<file path="src/rtl/mem_bus_arbiter_pkg.sv">
`default_nettype none
// ============================================================================
// Module   : mem_bus_arbiter_pkg
// Purpose  : Shared definitions for the unified-memory arbiter. This package
//            holds the FSM state encodings and the read data returned when a
//            command times out.
// Revision : 1.0  initial release
// ============================================================================
package mem_bus_arbiter_pkg;

  // Arbiter FSM states (2-bit encoding)
  typedef enum logic [1:0] {
    ARB_ST_IDLE    = 2'd0,
    ARB_ST_IF_BUSY = 2'd1,
    ARB_ST_LS_BUSY = 2'd2,
    ARB_ST_RESP    = 2'd3
  } arb_state_t;

  // Read data returned to the owner when a command is abandoned by timeout
  localparam logic [31:0] ARB_TIMEOUT_RDATA = 32'h0000_0000;

  // Width of the watchdog cycle counter
  localparam int ARB_WDOG_W = 8;

endpackage : mem_bus_arbiter_pkg
`default_nettype wire

</file>
<file path="src/rtl/mem_arb_watchdog.sv">
`default_nettype none
// ============================================================================
// Module   : mem_arb_watchdog
// Purpose  : Counts BUSY cycles without a memory ack. When the count reaches
//            TIMEOUT_CYCLES it raises a single-cycle timeout and sets a sticky
//            error flag. The flag is cleared only by reset.
// Revision : 1.0  initial release
// Ports    : clk_i, rst_i   - clock / async active-high reset
//            start_i        - BUSY entry; clears the counter
//            busy_i         - a command is outstanding
//            ack_i          - memory ack (overrides a coincident timeout)
//            timeout_o      - combinational timeout strobe (BUSY cycle)
//            err_o          - registered sticky timeout flag
// ============================================================================
module mem_arb_watchdog
  import mem_bus_arbiter_pkg::*;
#(
  parameter int TIMEOUT_CYCLES = 255
) (
  input  logic clk_i,
  input  logic rst_i,
  input  logic start_i,
  input  logic busy_i,
  input  logic ack_i,
  output logic timeout_o,
  output logic err_o
);

  // Fire on the last BUSY cycle of the allowed window, so TIMEOUT_CYCLES
  // BUSY cycles have elapsed when the arbiter leaves BUSY.
  localparam logic [ARB_WDOG_W-1:0] C_LIMIT = ARB_WDOG_W'(TIMEOUT_CYCLES - 1);

  logic [ARB_WDOG_W-1:0] cnt_q, cnt_d;
  logic                  err_q, err_d;

  assign timeout_o = busy_i & ~ack_i & (cnt_q == C_LIMIT);

  always_comb begin
    cnt_d = cnt_q;
    err_d = err_q | timeout_o;
    if (start_i) begin
      cnt_d = '0;
    end else if (busy_i && !ack_i && (cnt_q != {ARB_WDOG_W{1'b1}})) begin
      cnt_d = cnt_q + 1'b1;
    end
  end

  always_ff @(posedge clk_i or posedge rst_i) begin
    if (rst_i) begin
      cnt_q <= '0;
      err_q <= 1'b0;
    end else begin
      cnt_q <= cnt_d;
      err_q <= err_d;
    end
  end

  assign err_o = err_q;

endmodule : mem_arb_watchdog
`default_nettype wire

</file>
<file path="src/rtl/mem_bus_arbiter.sv">
`default_nettype none
// ============================================================================
// Module   : mem_bus_arbiter
// Purpose  : Shares one memory port between the instruction-fetch (IF) and
//            load/store (LS) requesters. The arbiter serves one command at a
//            time and holds it until MEM_ACK. It then gives a one-cycle grant
//            and asserts HALT while any request is still unserved.
// Revision : 1.0  initial release
// Config   : MEM_ARB_TIMEOUT_EN - when defined, adds the mem_arb_watchdog.
//            A stalled command then completes after TIMEOUT_CYCLES with zero
//            read data and sets the sticky TIMEOUT_ERR flag.
// Ports    : CK_REF/RST           - clock / async active-high reset
//            IF_REQ/ADDR/GNT/RDATA - fetch side (read only)
//            LS_REQ/READ_WRN/ADDR/WDATA/GNT/RDATA - load/store side
//            MEM_REQ/READ_WRN/ADDR/WDATA/ACK/RDATA - memory port
//            HALT                 - combinational pipeline freeze
//            TIMEOUT_ERR          - sticky memory-timeout flag
// ============================================================================
module mem_bus_arbiter
  import mem_bus_arbiter_pkg::*;
#(
  parameter int ADDR_W         = 16,
  parameter int DATA_W         = 32,
  parameter int TIMEOUT_CYCLES = 255
) (
  input  logic              CK_REF,
  input  logic              RST,
  input  logic              IF_REQ,
  input  logic [ADDR_W-1:0] IF_ADDR,
  output logic              IF_GNT,
  output logic [DATA_W-1:0] IF_RDATA,
  input  logic              LS_REQ,
  input  logic              LS_READ_WRN,
  input  logic [ADDR_W-1:0] LS_ADDR,
  input  logic [DATA_W-1:0] LS_WDATA,
  output logic              LS_GNT,
  output logic [DATA_W-1:0] LS_RDATA,
  output logic              MEM_REQ,
  output logic              MEM_READ_WRN,
  output logic [ADDR_W-1:0] MEM_ADDR,
  output logic [DATA_W-1:0] MEM_WDATA,
  input  logic              MEM_ACK,
  input  logic [DATA_W-1:0] MEM_RDATA,
  output logic              HALT,
  output logic              TIMEOUT_ERR
);

  arb_state_t        state_q, state_d;
  logic              last_ls_q, last_ls_d;
  logic              mem_req_q, mem_req_d;
  logic              mem_read_wrn_q, mem_read_wrn_d;
  logic [ADDR_W-1:0] mem_addr_q, mem_addr_d;
  logic [DATA_W-1:0] mem_wdata_q, mem_wdata_d;
  logic [DATA_W-1:0] if_rdata_q, if_rdata_d;
  logic [DATA_W-1:0] ls_rdata_q, ls_rdata_d;
  logic              if_gnt_q, if_gnt_d;
  logic              ls_gnt_q, ls_gnt_d;

  logic              w_busy;
  logic              w_wdog_start;
  logic              w_timeout;
  logic              w_done;
  logic [DATA_W-1:0] w_rd_data;

  assign w_busy = (state_q == ARB_ST_IF_BUSY) || (state_q == ARB_ST_LS_BUSY);

`ifdef MEM_ARB_TIMEOUT_EN
  mem_arb_watchdog #(
    .TIMEOUT_CYCLES (TIMEOUT_CYCLES)
  ) u_watchdog (
    .clk_i     (CK_REF),
    .rst_i     (RST),
    .start_i   (w_wdog_start),
    .busy_i    (w_busy),
    .ack_i     (MEM_ACK),
    .timeout_o (w_timeout),
    .err_o     (TIMEOUT_ERR)
  );
`else
  // Without the watchdog, a BUSY state waits for MEM_ACK indefinitely.
  logic w_unused_wdog;
  assign w_unused_wdog = ^{w_wdog_start, w_busy, 32'(TIMEOUT_CYCLES)};
  assign w_timeout     = 1'b0;
  assign TIMEOUT_ERR   = 1'b0;
`endif

  // An ack wins over a coincident timeout and completes the command normally.
  assign w_done    = MEM_ACK | w_timeout;
  assign w_rd_data = MEM_ACK ? MEM_RDATA : DATA_W'(ARB_TIMEOUT_RDATA);

  always_comb begin
    state_d        = state_q;
    last_ls_d      = last_ls_q;
    mem_req_d      = mem_req_q;
    mem_read_wrn_d = mem_read_wrn_q;
    mem_addr_d     = mem_addr_q;
    mem_wdata_d    = mem_wdata_q;
    if_rdata_d     = if_rdata_q;
    ls_rdata_d     = ls_rdata_q;
    if_gnt_d       = 1'b0;
    ls_gnt_d       = 1'b0;
    w_wdog_start   = 1'b0;

    case (state_q)
      ARB_ST_IDLE: begin
        // LS has priority unless it won last time and IF is also waiting.
        if (LS_REQ && (!IF_REQ || !last_ls_q)) begin
          state_d        = ARB_ST_LS_BUSY;
          mem_req_d      = 1'b1;
          mem_read_wrn_d = LS_READ_WRN;
          mem_addr_d     = LS_ADDR;
          mem_wdata_d    = LS_WDATA;
          w_wdog_start   = 1'b1;
        end else if (IF_REQ) begin
          state_d        = ARB_ST_IF_BUSY;
          mem_req_d      = 1'b1;
          mem_read_wrn_d = 1'b1;
          mem_addr_d     = IF_ADDR;
          w_wdog_start   = 1'b1;
        end
      end

      ARB_ST_IF_BUSY: begin
        if (w_done) begin
          state_d    = ARB_ST_RESP;
          mem_req_d  = 1'b0;
          if_rdata_d = w_rd_data;
          if_gnt_d   = 1'b1;
          last_ls_d  = 1'b0;
        end
      end

      ARB_ST_LS_BUSY: begin
        if (w_done) begin
          state_d   = ARB_ST_RESP;
          mem_req_d = 1'b0;
          if (mem_read_wrn_q) begin
            ls_rdata_d = w_rd_data;
          end
          ls_gnt_d  = 1'b1;
          last_ls_d = 1'b1;
        end
      end

      // The grant is visible during this cycle. Skipping arbitration here
      // keeps the just-served request from being taken a second time.
      ARB_ST_RESP: begin
        state_d = ARB_ST_IDLE;
      end

      default: begin
        state_d = ARB_ST_IDLE;
      end
    endcase
  end

  always_ff @(posedge CK_REF or posedge RST) begin
    if (RST) begin
      state_q        <= ARB_ST_IDLE;
      last_ls_q      <= 1'b0;
      mem_req_q      <= 1'b0;
      mem_read_wrn_q <= 1'b1;
      mem_addr_q     <= '0;
      mem_wdata_q    <= '0;
      if_rdata_q     <= '0;
      ls_rdata_q     <= '0;
      if_gnt_q       <= 1'b0;
      ls_gnt_q       <= 1'b0;
    end else begin
      state_q        <= state_d;
      last_ls_q      <= last_ls_d;
      mem_req_q      <= mem_req_d;
      mem_read_wrn_q <= mem_read_wrn_d;
      mem_addr_q     <= mem_addr_d;
      mem_wdata_q    <= mem_wdata_d;
      if_rdata_q     <= if_rdata_d;
      ls_rdata_q     <= ls_rdata_d;
      if_gnt_q       <= if_gnt_d;
      ls_gnt_q       <= ls_gnt_d;
    end
  end

  assign MEM_REQ      = mem_req_q;
  assign MEM_READ_WRN = mem_read_wrn_q;
  assign MEM_ADDR     = mem_addr_q;
  assign MEM_WDATA    = mem_wdata_q;
  assign IF_RDATA     = if_rdata_q;
  assign LS_RDATA     = ls_rdata_q;
  assign IF_GNT       = if_gnt_q;
  assign LS_GNT       = ls_gnt_q;

  // Uses only inputs and registered grants, so there is no path from MEM_ACK.
  assign HALT = (IF_REQ & ~if_gnt_q) | (LS_REQ & ~ls_gnt_q);

endmodule : mem_bus_arbiter
`default_nettype wire

</file>
<file path="config.mk">
export PLATFORM = sky130hd
export DESIGN_NAME = mem_bus_arbiter
export DESIGN_NICKNAME = d
export VERILOG_FILES = /design/src/rtl/mem_bus_arbiter_pkg.sv /design/src/rtl/mem_arb_watchdog.sv /design/src/rtl/mem_bus_arbiter.sv
export SDC_FILE = /design/constraint.sdc
export NUM_CORES = 1
export LEC_CHECK = 0
export BUFFER_PORTS_ARGS = -buffer_cell sky130_fd_sc_hd__clkbuf_2
export CORE_UTILIZATION = 50
export DETAILED_ROUTE_END_ITERATION = 10
export HOLD_SLACK_MARGIN = 0.15
export PLACE_DENSITY_LB_ADDON = 0.08
export SLEW_MARGIN = 40
export SYNTH_ARGS = -nofsm -noshare
export SYNTH_HDL_FRONTEND = slang
export SYNTH_HIERARCHICAL = 1
export SYNTH_SLANG_ARGS = --single-unit
</file>
<file path="constraint.sdc">
create_clock -name CK_REF -period 7.9 [get_ports CK_REF]
set_clock_uncertainty 0.05 [all_clocks]
set_input_delay 0.395 -clock CK_REF [delete_from_list [all_inputs] [get_ports CK_REF]]
set_output_delay 0.395 -clock CK_REF [all_outputs]
set_load 0.01 [all_outputs]
</file>
==> results.md <==
- Skew-Pair Late Insertion Delay: 490 ps
- Sw Pwr: 975 uW
- # rows: 35
- FMAX: 0.439 GHz
- Starting DRC count in detailed routing: 67
- Via density: 4.75
- R2R setup slack: 5620 ps
- Share of layout cells above drive strength 1: 53.3%
- Maximum buffer depth of the clock tree: 2
- Post-synthesis sequential area ratio: 62.4%
- DRT Pass-1 Iters: 4
- Sw Ratio: 32.1%
- Avg Synthesized Cell Area: 14.6 um2
- Status: complete, no violations
- Post-synth cell types: 26
- Share of the synthesized area in the top cell type: 61.8%
- CTS tree: built
- Worst Path Required: 8270 ps
- Max cap viols: 0
- Worst setup path start: state_q[0]$_DFFE_PP0P_
- Post-Syn Instances: 326
- Clk Tree Root Cell: clkbuf_8
- CTS sink cnt: 119
- Cell family with most CP delay: compound AO/OA/AOI/OAI gates
- Routed Wire Length: 11800 um
- Largest net degree at the start of global routing: 52
- Area of the die: 0.00994 mm2
- Worst path arrival time: 2650 ps
- Reg2Reg Depth: 6
- Worst setup EP type: register
- GPL Wtd Cong: 0.728
- PD cells: 404 mW/mm2
- Vias: 3754
- Initial antenna violation count: 0
- Vias in the first global route: 3999
- Slew Limit Headroom: 59.3%
- Seq pwr share: 35.8%
- Core area: 0.00924 mm2
- Worst setup path endpoint: MEM_ADDR[13]$_DFFE_PP0P_
- I/O Buffers: 218
- Setup TNS: 0 ps
- Antenna Cells: 0
- Fin nets: 755
- Count of final setup violators: 0
- Post-CTS Setup Bufs: 0
- Maximum VDD drop: 0.223 mV
- I/O pins: 220
- CTS Buf Count: 17
- RSZ-0062 raised after global routing: false
- Chip width: 99.7 um
- Worst Setup Slack, final: 5620 ps
- Lkg Pwr: 3.83 nW
- Internal Power: 2.07 mW
- Smallest hold slack: 168 ps
- Die Y: 99.7 um
- Number of synthesized register bits: 119
- Max-slew violation total from the final report: 0
- Leading area contributor after synthesis: dfrtp_1
- Final ANT Viol Nets: 0
- CP max stage delay: 590 ps
- Critical path peak fanout: 34
- Critical-path cell list: inv_1 > ha_1 > o21a_2 > nor2_1 > a31oi_1 > dlygate4sd3_1
- Per-cell routed wire length: 15.0 um
- Tcrit/Tclk final: 28.8%
- Syn Nets: 432
- Pre-CTS WS: 5780 ps
- Global-route wire length before repair: 18900 um
- DP HPWL: 7540 um
- Buffer and inverter count on the worst path: 2
- Synth Cell Area: 0.00477 mm2
- Ys Warns: 6
- H-tree depth: 4
- Min cycle time layout: 2280 ps
- Starting Density: 51.7%
- Logic pwr share: 39.7%
- Grt total ovfl: 0
- R2r endpoint: MEM_ADDR[13]$_DFFE_PP0P_
- Final hold viol count: 0
- # DRC: 0
- Clock share of power: 24.5%
- Critical path type: register to register
- FF-to-FF Start: state_q[0]$_DFFE_PP0P_
- Stages on worst setup path: 6
- Crit-path slowest cell: dlygate4sd3_1
- Critical Path Start Type: register
- Hold WC Path Type: input pin to register
- Area growth syn-to-layout: 57.8%
- FILL cells: 535
- Clk pin slew, worst setup/hold paths: 50 ps
- Tightest Pin Transition: 610 ps
- Synth top area cells: dfrtp_1, mux2_2, mux2_4
- Gr usage total: 24.6%
==> sequential cells by signal (all words and copies together), names as in the netlist <==
signal and count:
state_q 2, IF_RDATA 32, IF_GNT 1, MEM_READ_WRN 1, LS_RDATA 32, LS_GNT 1, MEM_REQ 1, MEM_WDATA 32
last_ls_q 1, MEM_ADDR 16
==> worst reg2reg max path, stage by stage (launching register included) <==
cell           delay, ps
dfrtp_1              390
inv_1                110
ha_1                 240
o21a_2               550
nor2_1               100
a31oi_1              180
dlygate4sd3_1        590
==> routing by layer <==
metal	up-vias	GRT usage [%]	wire length, um
li1	1771	-	-
met1	1814	29.0	4850
met2	149	42.5	6060
met3	20	6.25	682
met4	0	11.2	239
met5	-	0	0
==> layout by cell type (no fill, tap or decap), types with 2 or more instances in the layout <==
cell,count
clkbuf_2,218
dfrtp_1,118
dlygate4sd3_1,98
mux2_2,68
nand2_1,34
mux2_4,29
nor2_1,18
a31oi_1,16
clkbuf_16,16
inv_1,5
ha_1,4
clkinvlp_4,4
a21oi_1,3
clkinv_2,3
bufinv_16,3
clkbuf_1,3
buf_4,3
mux2i_1,2
==> timing repair <==
action                                  in CTS  in global routing
endpoints found under the hold margin      163                  0
hold buffers                                98                  0
endpoints found under the setup margin       0                  0
gates resized for setup                      0                  0
==> stage by stage <==
stage | cells | power, mW | util, % | instance area (um2)
4_1_cts | 791 | 3.05 | 81.5 | 7530
2_1_floorplan | 326 | 1.75 | - | 4770
3_5_place_dp | 661 | 2.19 | 64.7 | 5980
3_3_place_gp | 660 | 2.15 | 64.4 | 5950
6_report | 791 | 3.04 | 81.5 | 7530
5_1_grt | 791 | 3.21 | 81.5 | 7530
==> power by group through the flow <==
stage | Clock, mW | Sequential, mW | Combinational (mW)
6_report | 0.745 | 1.09 | 1.21
2_1_floorplan | 0 | 1.22 | 0.531
3_3_place_gp | 0 | 1.08 | 1.07
4_1_cts | 0.757 | 1.09 | 1.21
5_1_grt | 0.783 | 1.13 | 1.30
3_5_place_dp | 0 | 1.09 | 1.10
==> logic make-up after synthesis <==
group	synth area share [%]
mux	25.6
buf+inv	2.52
compound gates	3.80
fa+ha+maj	1.05
flops	62.4
simple gates	4.59
other cells	0.0785
==> worst min path at each step <==
| stage | cells past startpoint | slack, ps | endpoint | from |
|---|---|---|---|---|
| after floorplan | 1 | 460 | state_q[0]$_DFFE_PP0P_ | state_q[0]$_DFFE_PP0P_ |
| after global placement | 1 | 440 | LS_RDATA[5]$_DFFE_PP0P_ | LS_RDATA[5]$_DFFE_PP0P_ |
| after detailed placement | 1 | 440 | IF_RDATA[25]$_DFFE_PP0P_ | IF_RDATA[25]$_DFFE_PP0P_ |
| after CTS | 2 | 160 | LS_GNT$_DFF_PP0_ | MEM_ACK |
| after global routing | 2 | 170 | LS_GNT$_DFF_PP0_ | MEM_ACK |
| final | 2 | 170 | LS_GNT$_DFF_PP0_ | MEM_ACK |
==> synth_stat cells <==
master,count
nand2_1,34
nor2_1,18
mux2_4,29
ha_1,4
buf_2,9
o22a_1,1
o21a_1,1
conb_1,1
a31oi_1,16
o22ai_1,1
nand2b_1,1
inv_1,6
mux2i_1,2
dfrtp_1,118
a21bo_1,1
clkbuf_1,3
a21boi_4,1
and2_1,1
mux2_2,68
dfstp_2,1
nand2_4,1
a21oi_1,3
buf_4,1
a21o_1,1
a21boi_0,1
buf_6,3
==> layout make-up <==
| type | instances | area (um2) | area share, % |
|---|---|---|---|
| flip-flops and latches | 119 | 2980 | 39.5 |
| repair buffers | 320 | 2110 | 28.1 |
| multi-input cells | 185 | 1680 | 22.3 |
| clock buffers | 20 | 425 | 5.65 |
| well taps | 129 | 161 | 2.14 |
| clock inverters | 12 | 153 | 2.03 |
| inverters | 6 | 25.0 | 0.332 |
(Power assumes the default switching activity.)
